**src/rtl/puf_seq_pkg.sv**
```systemverilog
// Shared types and constants for the PUF challenge sequencer.
// Holds FSM state encoding, default phase lengths and timer sizing.
package puf_seq_pkg;

  typedef enum logic [2:0] {
    S_IDLE,
    S_CLR,
    S_RUN,
    S_SETTLE,
    S_SAMPLE,
    S_DONE
  } state_e;

  localparam int DEF_CLR_CYC    = 4;
  localparam int DEF_WINDOW     = 4095;
  localparam int DEF_SETTLE_CYC = 8;

  // Width needed to hold (longest phase - 1), at least 1 bit.
  function automatic int tmr_width(
    input int a,
    input int b,
    input int c
  );
    int m;
    m = a;
    if (b > m) m = b;
    if (c > m) m = c;
    return (m <= 2) ? 1 : $clog2(m);
  endfunction

endpackage

```
**src/rtl/puf_phase_timer.sv**
```systemverilog
// Loadable down-counter shared by the CLR, RUN and SETTLE phases.
// Ports: clk_i, rst_i, load_i, load_val_i (len-1), tc_o (count at zero).
module puf_phase_timer #(
  parameter int W = 4
) (
  input  logic         clk_i,
  input  logic         rst_i,
  input  logic         load_i,
  input  logic [W-1:0] load_val_i,
  output logic         tc_o
);

  logic [W-1:0] cnt_q;
  logic [W-1:0] cnt_d;

  always_comb begin
    cnt_d = cnt_q;
    if (load_i) begin
      cnt_d = load_val_i;
    end else if (cnt_q != '0) begin
      cnt_d = cnt_q - W'(1);
    end
  end

  always_ff @(posedge clk_i) begin
    if (rst_i) begin
      cnt_q <= '0;
    end else begin
      cnt_q <= cnt_d;
    end
  end

  // Terminal count marks the last cycle of the current phase.
  assign tc_o = (cnt_q == '0);

endmodule

```
**src/rtl/puf_challenge_seq.sv**
```systemverilog
// Sequences RO-pair measurements on the 16-RO PUF core and builds a response.
// Ports: clock/reset, start/abort/challenge, select1/2, ro_enable/ro_reset,
// puf_in, busy, resp_valid/resp_ready/response. Macro PUF_MAJORITY_EN
// enables a 3-pass majority vote per response bit.
module puf_challenge_seq
  import puf_seq_pkg::*;
#(
  parameter int N_SEL_W    = 4,
  parameter int RESP_BITS  = 8,
  parameter int CLR_CYC    = DEF_CLR_CYC,
  parameter int WINDOW     = DEF_WINDOW,
  parameter int SETTLE_CYC = DEF_SETTLE_CYC
) (
  input  logic                 clock,
  input  logic                 reset,
  input  logic                 start,
  input  logic                 abort,
  input  logic [N_SEL_W-1:0]   challenge,
  output logic [N_SEL_W-1:0]   select1,
  output logic [N_SEL_W-1:0]   select2,
  output logic                 ro_enable,
  output logic                 ro_reset,
  input  logic                 puf_in,
  output logic                 busy,
  output logic                 resp_valid,
  input  logic                 resp_ready,
  output logic [RESP_BITS-1:0] response
);

  localparam int TW = tmr_width(CLR_CYC, WINDOW, SETTLE_CYC);
  localparam int BW = (RESP_BITS > 1) ? $clog2(RESP_BITS) : 1;

  localparam logic [TW-1:0] LD_CLR = TW'(CLR_CYC - 1);
  localparam logic [TW-1:0] LD_RUN = TW'(WINDOW - 1);
  localparam logic [TW-1:0] LD_SET = TW'(SETTLE_CYC - 1);
  localparam logic [BW-1:0] LAST   = BW'(RESP_BITS - 1);

  state_e state_q, state_d;

  logic [N_SEL_W-1:0]   base_q, base_d;
  logic [BW-1:0]        bit_idx_q, bit_idx_d;
  logic [RESP_BITS-1:0] resp_q, resp_d;
  logic [N_SEL_W-1:0]   sel1_q, sel1_d;
  logic [N_SEL_W-1:0]   sel2_q, sel2_d;
  logic                 en_q, en_d;
  logic                 rst_q, rst_d;
  logic                 busy_q, busy_d;
  logic                 valid_q, valid_d;

`ifdef PUF_MAJORITY_EN
  logic [1:0] pass_q, pass_d;
  logic [1:0] vote_q, vote_d;
  logic [1:0] vsum;
`endif

  logic          adv;
  logic          tmr_load;
  logic [TW-1:0] tmr_val;
  logic          tc;

  // Timer restarts whenever a new phase is entered.
  always_comb begin
    tmr_load = (state_d != state_q);
    tmr_val  = '0;
    unique case (state_d)
      S_CLR:    tmr_val = LD_CLR;
      S_RUN:    tmr_val = LD_RUN;
      S_SETTLE: tmr_val = LD_SET;
      default:  tmr_val = '0;
    endcase
  end

  puf_phase_timer #(
    .W (TW)
  ) u_timer (
    .clk_i      (clock),
    .rst_i      (reset),
    .load_i     (tmr_load),
    .load_val_i (tmr_val),
    .tc_o       (tc)
  );

  always_ff @(posedge clock) begin
    if (reset) begin
      state_q   <= S_IDLE;
      base_q    <= '0;
      bit_idx_q <= '0;
      resp_q    <= '0;
      sel1_q    <= '0;
      sel2_q    <= '0;
      en_q      <= 1'b0;
      rst_q     <= 1'b1;
      busy_q    <= 1'b0;
      valid_q   <= 1'b0;
`ifdef PUF_MAJORITY_EN
      pass_q    <= '0;
      vote_q    <= '0;
`endif
    end else begin
      state_q   <= state_d;
      base_q    <= base_d;
      bit_idx_q <= bit_idx_d;
      resp_q    <= resp_d;
      sel1_q    <= sel1_d;
      sel2_q    <= sel2_d;
      en_q      <= en_d;
      rst_q     <= rst_d;
      busy_q    <= busy_d;
      valid_q   <= valid_d;
`ifdef PUF_MAJORITY_EN
      pass_q    <= pass_d;
      vote_q    <= vote_d;
`endif
    end
  end

  always_comb begin
    state_d   = state_q;
    base_d    = base_q;
    bit_idx_d = bit_idx_q;
    resp_d    = resp_q;
    adv       = 1'b0;
`ifdef PUF_MAJORITY_EN
    pass_d    = pass_q;
    vote_d    = vote_q;
    vsum      = vote_q + {1'b0, puf_in};
`endif
    unique case (state_q)
      S_IDLE: begin
        if (start) begin
          state_d   = S_CLR;
          base_d    = challenge;
          resp_d    = '0;
          bit_idx_d = '0;
        end
      end
      S_CLR: begin
        if (tc) state_d = S_RUN;
      end
      S_RUN: begin
        if (tc) state_d = S_SETTLE;
      end
      S_SETTLE: begin
        if (tc) state_d = S_SAMPLE;
      end
      S_SAMPLE: begin
`ifdef PUF_MAJORITY_EN
        // Vote sum reaches 2 or 3 exactly when its MSB is set.
        if (pass_q == 2'd2) begin
          resp_d[bit_idx_q] = vsum[1];
          pass_d = '0;
          vote_d = '0;
          adv    = 1'b1;
        end else begin
          pass_d  = pass_q + 2'd1;
          vote_d  = vsum;
          state_d = S_CLR;
        end
`else
        resp_d[bit_idx_q] = puf_in;
        adv = 1'b1;
`endif
        if (adv) begin
          if (bit_idx_q == LAST) begin
            state_d = S_DONE;
          end else begin
            bit_idx_d = bit_idx_q + BW'(1);
            state_d   = S_CLR;
          end
        end
      end
      S_DONE: begin
        if (resp_ready) state_d = S_IDLE;
      end
      default: state_d = S_IDLE;
    endcase
    if (abort && (state_q != S_IDLE)) begin
      state_d   = S_IDLE;
      resp_d    = '0;
      bit_idx_d = '0;
`ifdef PUF_MAJORITY_EN
      pass_d    = '0;
      vote_d    = '0;
`endif
    end
  end

  // Outputs are derived from the next state so they register in step with it.
  always_comb begin
    sel1_d  = sel1_q;
    sel2_d  = sel2_q;
    en_d    = (state_d == S_RUN);
    rst_d   = (state_d == S_IDLE) || (state_d == S_CLR) ||
              (state_d == S_DONE);
    busy_d  = (state_d != S_IDLE);
    valid_d = (state_d == S_DONE);
    if ((state_d == S_CLR) && (state_q != S_CLR)) begin
      sel1_d = base_d + N_SEL_W'({bit_idx_d, 1'b0});
      sel2_d = sel1_d + N_SEL_W'(1);
    end
  end

  assign select1    = sel1_q;
  assign select2    = sel2_q;
  assign ro_enable  = en_q;
  assign ro_reset   = rst_q;
  assign busy       = busy_q;
  assign resp_valid = valid_q;
  assign response   = resp_q;

endmodule

```
**config.mk**
```make
export PLATFORM = sky130hd
export DESIGN_NAME = puf_challenge_seq
export DESIGN_NICKNAME = d
export VERILOG_FILES = /design/src/rtl/puf_seq_pkg.sv /design/src/rtl/puf_phase_timer.sv /design/src/rtl/puf_challenge_seq.sv
export SDC_FILE = /design/constraint.sdc
export NUM_CORES = 1
export LEC_CHECK = 0
export ABC_CLOCK_PERIOD_IN_PS = 9000
export CORE_MARGIN = 4
export CORE_UTILIZATION = 50
export CTS_BUF_LIST = sky130_fd_sc_hd__clkbuf_16
export CTS_CLUSTER_DIAMETER = 80
export DETAILED_ROUTE_END_ITERATION = 12
export PLACE_DENSITY = 0.79
export SYNTH_ARGS = -nofsm -noshare
export SYNTH_HDL_FRONTEND = slang
export SYNTH_SLANG_ARGS = --single-unit
```
**constraint.sdc**
```tcl
create_clock -name clock -period 9 [get_ports clock]
set_input_delay 1.35 -clock clock [delete_from_list [all_inputs] [get_ports clock]]
set_output_delay 1.35 -clock clock [all_outputs]
set_load 0.02 [all_outputs]
```
==> flow_summary.yaml, run 1 <==
drt:
  viasPerCell: 5.66
  vias: 1858
  drt_pre_antenna_iters: 4
  route.final.wire_length_mm: 4.47
  detail_route.iter0.violations: 89
  post_drt_wl_per_cell_um: 13.6
  final_ant_viol_nets: 0
  post-route-drc-count: 0
critical_path:
  critPathMaxFanout: 12
  crit_chain: "clkdlybuf4s50_1 -> or4b_4 -> mux2_2 -> ha_1 -> fa_1 -> xor2_2 -> xnor2_1 -> xnor2_1 -> a211oi_1"
  worst_path_max_delay_cell: "sky130_fd_sc_hd__or4b_4"
  timing.setup.critical_path_class: "input port to flop"
  worst-path-buf-inv: 1
  cp-start-kind: "input port"
  worst_ep_required_time_ns: 9.18
  timing.critical_path.depth: 9
  worst_endpoint_data_arrival_time_ns: 4.25
  cpLargestDelayFamily: "adder cells"
  worst_r2r_startpoint: "state_q[1]"
  peak_per_stage_delay_on_the_critical_path_ns: 0.61
  crit-reg2reg-capture: "select2[3]"
  crit_top_cell: "sky130_fd_sc_hd__xnor2_1"
  rr_worst_depth: 12
  timing.critical_path.to_type: "flop"
  reg2reg_setup_slack_ns: 5.85
power:
  power-per-cell-area_nw_per_um2: 307
  p_sw_share_pct: 37.2
  power.clock.fraction_pct: 24.6
  irDropWorstVdd_mv: 0.163
  final_power_uw: 809
  share_seq_of_total_power_pct: 32.9
  internal-power_uw: 508
  comb_power_share_pct: 42.5
  netSwitchingPower_uw: 301
  cellLeakagePower_uw: 0.000989
clock_tree:
  clock_latency_on_the_worst_skew_pair_ns: 0.28
  cts_resized: 0
  clock-sinks: 42
  ctsHtreeMaxLevel: 2
  cts-buffers-inserted: 5
  clock_tree_from_tritoncts: "yes"
  cts-root-buf: "sky130_fd_sc_hd__clkbuf_16"
  post-cts-setup-buffers: 0
  hold_buffers: 0
  clkSlewWorstSetupHoldPaths_ns: 0.06
  clock_tree.buffer_depth: 2
yosys:
  ys.warnings.count: 0
  netlist_area_um2: 2210
  ys_seq_elements: 42
  netlist_instances: 259
  post_synth_main_area_contributors: "sky130_fd_sc_hd__dfxtp_1 (38%), sky130_fd_sc_hd__a21oi_1 (7.0%), sky130_fd_sc_hd__nor2_1 (5.6%)"
  top_cell_type_s_share_of_synthesized_area_pct: 38.1
  synth.avg_cell_area_um2: 8.53
  yosysSeqAreaShare_pct: 38.1
  synth_flop_cell: "sky130_fd_sc_hd__dfxtp_1"
  netlist.top_cell.by_area: "sky130_fd_sc_hd__dfxtp_1"
  synth.net_count: 274
  count_of_flip_flops_with_a_built_in_enable_after_synthesis: 0
  synth.lib_cells_used.distinct: 51
  synthArstFlopShare_pct: 0
sta:
  timing.clock.skew_ns: 0.00464
  relSlewSlack_pct: 44.9
  worst_slack_ns: 4.93
  timing.fmax_mhz: 246
  hold_viol: 0
  final_min_period_over_clock_period_pct: 45.2
  timing.final.crit_period_ns: 4.07
  unrepaired_setup_endpoints_after_global_routing: "no"
  totalNegativeSetupSlack_ns: 0
  setup_viol_count_final: 0
  worst_slew_pin_slew_ns: 0.820
  report.final.slew_viol_count: 0
placed_design:
  placed_cells_incl_taps: 320
  post-place-ws_ns: 4.62
  buffer_ports.inserted: 29
  gp_congestion: 0.782
  dp.final_hpwl_mm: 3.11
layout:
  regArea_um2: 841
  area_growth_syn_to_layout_pct: 19.3
  post_layout_nonfiller_instances: 328
  antennaDiodeCount: 0
  finish.net_count: 292
  fill_cells: 375
  post_route_cells_drive_above_1_share_pct: 8.99
  multiInputGateArea_um2: 1250
global_routing:
  grt-ovfl-total: 0
  via_count_of_the_first_global_routing_pass: 1698
  antenna_found_initial: 0
  grt_use_total_pct: 17.7
  grt_max_degree: 23
  grt_first_pass_wirelength_mm: 7.66
floorplanning:
  chipWidth_um: 74.5
  die_height_um: 74.5
  initial_core_util_pct: 53.3
  coreArea_um2: 4140
  design.die.area_um2: 5540
  boundaryPins: 30
  row_cnt: 23
flow_run:
  maxCapViolCount: 0
outcome:
  run_status: "finished, final reports clean"
worst_hold_path:
  worst_hold_path.num_cells: 2
  worst_hold_path.endpoint: "response[1]"
  worstHoldPathType: "flop to flop"
  worstHoldStart: "response[1]"
sequential cells by signal (all words and copies together), names as in the netlist:
name / count
select2: 4
ro_reset: 1
u_timer.cnt_q: 12
state_q: 3
ro_enable: 1
busy: 1
resp_valid: 1
base_q: 4
bit_idx_q: 3
response: 8
select1: 4
power by group through the flow:
stage               clock, uW  combinational (uW)  sequential [uW]
floorplan                   0                 284              268
global placement            0                 333              268
detailed placement          0                 341              269
CTS                       204                 344              266
global route              212                 390              272
finish                    199                 344              266
synth_stat cells (3+ instances only):
cell type / n
sky130_fd_sc_hd__a211oi_1: 5
sky130_fd_sc_hd__a21oi_1: 31
sky130_fd_sc_hd__and3_1: 3
sky130_fd_sc_hd__buf_2: 4
sky130_fd_sc_hd__clkbuf_1: 11
sky130_fd_sc_hd__dfxtp_1: 42
sky130_fd_sc_hd__ha_1: 4
sky130_fd_sc_hd__inv_1: 4
sky130_fd_sc_hd__mux2_2: 3
sky130_fd_sc_hd__mux2i_1: 6
sky130_fd_sc_hd__nand2_1: 18
sky130_fd_sc_hd__nand3_1: 18
sky130_fd_sc_hd__nand3b_1: 3
sky130_fd_sc_hd__nand4_1: 3
sky130_fd_sc_hd__nor2_1: 33
sky130_fd_sc_hd__nor2b_1: 4
sky130_fd_sc_hd__nor3_1: 5
sky130_fd_sc_hd__nor4_1: 3
sky130_fd_sc_hd__nor4_2: 4
sky130_fd_sc_hd__o21ai_0: 3
sky130_fd_sc_hd__o31ai_1: 3
sky130_fd_sc_hd__or3_1: 3
sky130_fd_sc_hd__xnor2_1: 8
sky130_fd_sc_hd__xor2_1: 5
worst min-delay path, stage by stage (launching register included):
cell and delay [ns]:
sky130_fd_sc_hd__dfxtp_1 0.31, sky130_fd_sc_hd__nand3_1 0.06, sky130_fd_sc_hd__a21oi_1 0.06
routing by layer:
metal	GRT usage [%]	vias to the layer above	wire length [um]
met4	6.72	0	87
met3	4.73	8	201
met5	0	-	0
li1	-	950	-
met2	25.9	45	2000
met1	25.0	855	2190
kinds of logic after synthesis:
family,Yosys count,synth area share [%]
multiplexers,13,7.08
buffers and inverters,23,5.16
flip-flops,42,38.1
XOR/XNOR,14,5.89
adder cells (fa/ha/maj),5,3.17
AO/OA/AOI/OAI,55,15.2
AND/OR/NAND/NOR,107,25.4
cell usage in the layout, fill, tap and decap left out, drive strengths merged, types with 2 or more instances in the layout:
| cell | n |
|---|---|
| dfxtp | 42 |
| nor2 | 33 |
| a21oi | 32 |
| clkdlybuf4s50 | 29 |
| nand2 | 19 |
| nand3 | 18 |
| xnor2 | 8 |
| mux2i | 8 |
| nor4 | 7 |
| a211oi | 6 |
| xor2 | 6 |
| nor3 | 5 |
| clkbuf | 5 |
| mux2 | 5 |
| inv | 4 |
| nor2b | 4 |
| ha | 4 |
| and3 | 3 |
| nand4 | 3 |
| nand3b | 3 |
| o31ai | 3 |
| o21ai | 3 |
| or3 | 3 |
| a31oi | 2 |
| a21o | 2 |
| nand2b | 2 |
| and2 | 2 |
| clkinv | 2 |
| nor3b | 2 |
layout make-up:
class                      count  area share [%]
sequential                    42            31.9
clock buffer                   5            4.75
inverter                       4           0.570
clock inverter                 3            1.52
timing repair buffer          30            11.3
tap                           50            2.37
multi-input combinational    194            47.6
worst max path at each step:
stage / start / to / slack, ns
6_report: start / select2[3] / 4.93
5_1_grt: start / select2[3] / 4.71
4_1_cts: start / select2[3] / 4.91
3_5_place_dp: start / select2[3] / 4.62
3_3_place_gp: start / select2[3] / 4.73
2_1_floorplan: start / select2[3] / 5.21
stage by stage:
step	utilization, %	hold slack [ns]	area, um2
floorplan	-	0.487	2210
global placement	59.6	0.458	2470
CTS	63.6	0.475	2640
detailed placement	59.6	0.465	2470
finish	63.6	0.473	2640
global route	63.6	0.491	2640
(Power assumes the default switching activity.)
==> inputs of run 2 (changes only) <==
- ABC_CLOCK_PERIOD_IN_PS: 9000 -> 3800
- clock period: 9 -> 3.8 ns (I/O delays scaled with it)
==> run 2 against run 1 <==
Against the previous run: clock-buffer cell count unchanged; die area unchanged; final area increased by 0.85%; sequential share of layout area decreased by 0.27 points; largest power group unchanged; total power increased by 140%; critical endpoint unchanged; core utilization increased by 0.54 points; worst hold slack got worse by 0.0085 ns; global-route usage increased by 0.69 points; routed wire length increased by 1.9%.
==> flow_summary.yaml, run 2 (synthesis gave the netlist of run 1 again) <==
outcome:
  run_status: "finished, final reports clean"
flow_run:
  maxCapViolCount: 0
critical_path:
  critPathMaxFanout: 7
  worst_ep_required_time_ns: 3.99
  cpLargestDelayFamily: "adder cells"
  worst-path-buf-inv: 1
  timing.setup.critical_path_class: "input port to flop"
  worst_path_max_delay_cell: "sky130_fd_sc_hd__clkdlybuf4s50_1"
  timing.critical_path.to_type: "flop"
  cp-start-kind: "input port"
  crit_chain: "clkdlybuf4s50_1 -> or4b_4 -> mux2_2 -> ha_1 -> fa_1 -> xor2_2 -> xnor2_1 -> xnor2_1 -> a211oi_1"
  crit_top_cell: "sky130_fd_sc_hd__xnor2_1"
  peak_per_stage_delay_on_the_critical_path_ns: 0.59
  worst_endpoint_data_arrival_time_ns: 3.37
power:
  final_power_uw: 1930
  netSwitchingPower_uw: 723
  power.clock.fraction_pct: 24.7
  comb_power_share_pct: 43.0
  internal-power_uw: 1210
  p_sw_share_pct: 37.4
  irDropWorstVdd_mv: 0.377
  share_seq_of_total_power_pct: 32.3
  cellLeakagePower_uw: 0.00100
  power-per-cell-area_nw_per_um2: 727
layout:
  post_route_cells_drive_above_1_share_pct: 9.96
  fill_cells: 357
  top_register: "u_timer.cnt_q"
  final_util_pct: 64.1
  finalInstanceArea_um2: 2660
  most_common_library_cell_in_the_layout_ignoring_fill_and_taps: "sky130_fd_sc_hd__dfxtp_1"
  finish.net_count: 295
  largest_reg_flops: 12
  area_growth_syn_to_layout_pct: 20.3
  final_cell_mix: "sky130_fd_sc_hd__dfxtp_1 (42), sky130_fd_sc_hd__nor2_1 (33), sky130_fd_sc_hd__a21oi_1 (31)"
  antennaDiodeCount: 0
clock_tree:
  clock-sinks: 42
  clock_tree_from_tritoncts: "yes"
  cts_resized: 0
  cts-root-buf: "sky130_fd_sc_hd__clkbuf_16"
  hold_buffers: 0
  clkSlewWorstSetupHoldPaths_ns: 0.06
  cts-buffers-inserted: 5
  post-cts-setup-buffers: 0
  clock_latency_on_the_worst_skew_pair_ns: 0.28
  ctsHtreeMaxLevel: 2
  clock_tree.buffer_depth: 2
floorplanning:
  row_cnt: 23
  die_height_um: 74.5
  design.die.area_um2: 5540
  initial_core_util_pct: 53.3
  coreArea_um2: 4140
  chipWidth_um: 74.5
  boundaryPins: 30
drt:
  final_ant_viol_nets: 0
  post-route-drc-count: 0
  post_drt_wl_per_cell_um: 13.8
  route.final.wire_length_mm: 4.56
  detail_route.iter0.violations: 96
  viasPerCell: 5.71
  drt_pre_antenna_iters: 5
  vias: 1891
placed_design:
  dp.final_hpwl_mm: 3.18
  postPlaceCellArea_um2: 2490
  post-place-ws_ns: 0.362
  buffer_ports.inserted: 29
  gp_congestion: 0.788
sta:
  hold_viol: 0
  timing.clock.skew_ns: 0.00260
  relSlewSlack_pct: 42.9
  report.final.slew_viol_count: 0
  worst_slack_ns: 0.621
  worst_slew_pin_slew_ns: 0.849
  timing.final.crit_period_ns: 3.18
  timing.fmax_mhz: 315
  setup_viol_count_final: 0
  totalNegativeSetupSlack_ns: 0
  unrepaired_setup_endpoints_after_global_routing: "no"
  final_min_period_over_clock_period_pct: 83.6
global_routing:
  grt_first_pass_wirelength_mm: 7.91
  antenna_found_initial: 0
  via_count_of_the_first_global_routing_pass: 1754
  grt-ovfl-total: 0
  grt_max_degree: 23
  grt_use_total_pct: 18.4
worst_hold_path:
  worstHoldPathType: "flop to flop"
-- run 2: changes by cell type in the layout (fill, tap and decap cells not counted), sizes merged --
cell,delta
buf,+3
-- run 2: through the flow --
step | instances | hold slack (ns)
after floorplan | 259 | 0.487
after global placement | 323 | 0.457
after detailed placement | 323 | 0.459
after CTS | 331 | 0.468
after global routing | 331 | 0.489
final | 331 | 0.465
-- run 2: path summary, 6_finish.rpt --
| path | cells after the start | start | slack [ns] | end |
|---|---|---|---|---|
| worst max-delay path | 9 | start | 0.62 | select2[3] |
| worst min-delay path | 2 | response[3] | 0.46 | response[3] |
| worst max register to register | 12 | state_q[1] | 0.78 | select2[3] |
| worst min register to register | 2 | response[3] | 0.46 | response[3] |
-- run 2: area by class of cell --
type | instances | area [um2] | area share, %
Inverter | 4 | 15.0 | 0.565
Multi-Input combinational cell | 194 | 1250 | 47.2
Tap cell | 50 | 62.6 | 2.35
Timing Repair Buffer | 33 | 320 | 12.1
Sequential cell | 42 | 841 | 31.6
Clock buffer | 5 | 125 | 4.71
Clock inverter | 3 | 40.0 | 1.51
-- run 2: metal layers --
layer | up-vias | share of wire, % | GRT usage [%]
met4 | 0 | 1.5 | 7.91
met2 | 58 | 46 | 28.3
met5 | - | 0 | 0
met1 | 870 | 46 | 24.7
met3 | 6 | 5.6 | 4.32
li1 | 957 | - | -
-- run 2: worst reg2reg max path: cells and delay by family (launching register included) --
kind,cells,cell delay (ns)
and+or+nand+nor,2,0.54
muxes,1,0.21
adders and majority gates,2,0.64
DFF,1,0.40
AOI/OAI and AO/OA,4,0.59
xor gates and xnor gates,3,0.54
-- run 2: power by group through the flow --
| stage | sequential (uW) | clock [uW] | combinational (uW) |
|---|---|---|---|
| 3_3_place_gp | 626 | 0 | 805 |
| 4_1_cts | 624 | 484 | 835 |
| 5_1_grt | 639 | 501 | 939 |
| 2_1_floorplan | 634 | 0 | 673 |
| 3_5_place_dp | 631 | 0 | 823 |
| 6_report | 625 | 478 | 831 |
==> inputs of run 3 (changes only) <==
- ABC_CLOCK_PERIOD_IN_PS: 3800 -> 3000
- clock period: 3.8 -> 3 ns (I/O delays scaled with it)
==> run 3 against run 2 <==
Against the previous run: cell count up 3.3%; clock power up 28%; core utilization up 2.3 points; die area unchanged; register-to-register slack worse by 0.46 ns; total power up 29%; flip-flop and latch count unchanged; non-clock buffer count up 11.
==> flow_summary.yaml, run 3 (synthesis gave the netlist of run 1 again) <==
outcome:
  run_status: "finished, final reports clean"
global_routing:
  via_count_of_the_first_global_routing_pass: 1778
  grt_max_degree: 19
  grt_use_total_pct: 18.5
  grt-ovfl-total: 0
  antenna_found_initial: 0
  grt_first_pass_wirelength_mm: 8.16
sta:
  worst_slack_ns: 0.119
  hold_viol: 0
  timing.clock.skew_ns: 0.00835
  timing.final.crit_period_ns: 2.88
  final_min_period_over_clock_period_pct: 96.0
  worst_slew_pin_slew_ns: 0.544
  unrepaired_setup_endpoints_after_global_routing: "no"
  setup_viol_count_final: 0
  relSlewSlack_pct: 63.6
  timing.fmax_mhz: 347
  report.final.slew_viol_count: 0
drt:
  viasPerCell: 5.58
  drt_pre_antenna_iters: 4
  post-route-drc-count: 0
  route.final.wire_length_mm: 4.83
  detail_route.iter0.violations: 125
  vias: 1910
  final_ant_viol_nets: 0
  post_drt_wl_per_cell_um: 14.1
clock_tree:
  hold_buffers: 0
  ctsHtreeMaxLevel: 2
  post-cts-setup-buffers: 0
  clock-sinks: 42
  cts-root-buf: "sky130_fd_sc_hd__clkbuf_16"
  clock_tree_from_tritoncts: "yes"
  clock_latency_on_the_worst_skew_pair_ns: 0.28
  clock_tree.buffer_depth: 2
  clkSlewWorstSetupHoldPaths_ns: 0.06
  cts-buffers-inserted: 5
  cts_resized: 0
critical_path:
  worst_r2r_startpoint: "bit_idx_q[1]"
  timing.critical_path.depth: 9
  crit_chain: "clkdlybuf4s50_1 -> or4b_4 -> mux2_2 -> ha_1 -> fa_1 -> xor2_2 -> xnor2_2 -> xnor2_1 -> a211oi_1"
  timing.critical_path.to_type: "flop"
  timing.setup.critical_path_class: "input port to flop"
  worst_endpoint_data_arrival_time_ns: 3.08
  peak_per_stage_delay_on_the_critical_path_ns: 0.50
  worst-path-buf-inv: 1
  cpLargestDelayFamily: "adder cells"
  startpoint: "start"
  critPathMaxFanout: 3
  crit_end: "select2[3]"
  crit-reg2reg-capture: "select2[3]"
  rr_worst_depth: 11
  worst_path_max_delay_cell: "sky130_fd_sc_hd__or4b_4"
  reg2reg_setup_slack_ns: 0.32
  cp-start-kind: "input port"
  worst_ep_required_time_ns: 3.20
power:
  netSwitchingPower_uw: 928
  p_sw_share_pct: 37.3
  irDropWorstVdd_mv: 0.428
  internal-power_uw: 1560
  cellLeakagePower_uw: 0.00106
  power-per-cell-area_nw_per_um2: 904
  power.clock.fraction_pct: 24.6
  comb_power_share_pct: 43.7
  share_seq_of_total_power_pct: 31.7
worst_hold_path:
  worstHoldPathType: "flop to flop"
placed_design:
  post-place-ws_ns: -0.175
  dp.final_hpwl_mm: 3.34
  placed_cells_incl_taps: 334
  gp_congestion: 0.826
  buffer_ports.inserted: 29
layout:
  regArea_um2: 841
  post_layout_nonfiller_instances: 342
  fill_cells: 350
  finish.net_count: 306
  largest_reg_flops: 12
  multiInputGateArea_um2: 1260
  post_route_cells_drive_above_1_share_pct: 13.7
  top_register: "u_timer.cnt_q"
  most_common_library_cell_in_the_layout_ignoring_fill_and_taps: "sky130_fd_sc_hd__dfxtp_1"
  final_cell_mix: "sky130_fd_sc_hd__dfxtp_1 (42), sky130_fd_sc_hd__nor2_1 (33), sky130_fd_sc_hd__a21oi_1 (31)"
  area_growth_syn_to_layout_pct: 24.6
  antennaDiodeCount: 0
floorplanning:
  die_height_um: 74.5
  initial_core_util_pct: 53.3
  row_cnt: 23
  boundaryPins: 30
  design.die.area_um2: 5540
  coreArea_um2: 4140
  chipWidth_um: 74.5
flow_run:
  maxCapViolCount: 0
-- run 3: cell count changes in the layout (fill, tap and decap cells not counted) --
cell	delta
sky130_fd_sc_hd__xnor2_1	-1
sky130_fd_sc_hd__clkinvlp_4	+2
sky130_fd_sc_hd__clkinv_2	-2
sky130_fd_sc_hd__buf_4	+11
sky130_fd_sc_hd__xnor2_2	+1
-- run 3: worst min-delay path by stage --
stage,from,endpoint,slack (ns),depth (start not counted)
2_1_floorplan,base_q[0],base_q[0],0.49,2
3_3_place_gp,response[1],response[1],0.46,2
3_5_place_dp,response[1],response[1],0.46,2
4_1_cts,response[1],response[1],0.47,2
5_1_grt,response[1],response[1],0.48,2
6_report,response[1],response[1],0.46,2
-- run 3: per-stage QoR --
stage	TNS (ns)	total power (uW)	hold slack, ns	area (um2)	util [%]
global route	0	2660	0.484	2750	66.4
detailed placement	-0.321	1870	0.458	2570	62.1
CTS	0	2490	0.467	2750	66.2
finish	0	2490	0.463	2750	66.4
global placement	-0.217	1840	0.455	2570	62.1
floorplan	0	1660	0.487	2210	-
-- run 3: per-layer routing --
metal	vias up	track usage (%)	wire [um]
met5	-	0	0
met4	0	4.74	42
met3	5	3.38	217
met2	41	28.9	2180
met1	885	26.3	2390
li1	979	-	-
-- run 3: worst min-delay path: cells and delay by family (launching register included) --
kind,cells,cell delay [ns]
AND/OR/NAND/NOR,1,0.06
flip-flops,1,0.30
AO/OA/AOI/OAI,1,0.06
-- run 3: final cells by class --
class,instances,share of cell area [%]
Clock buffer,5,4.55
Clock inverter,3,1.64
Inverter,4,0.545
Multi-Input combinational cell,194,45.8
Sequential cell,42,30.5
Tap cell,50,2.27
Timing Repair Buffer,44,14.6
-- run 3: power groups by stage --
stage                     logic, uW  clock network (uW)  registers [uW]
final                          1090                 611             788
after global routing           1210                 642             805
after CTS                      1090                 621             786
after detailed placement       1080                   0             796
after global placement         1050                   0             789
after floorplan                 853                   0             803
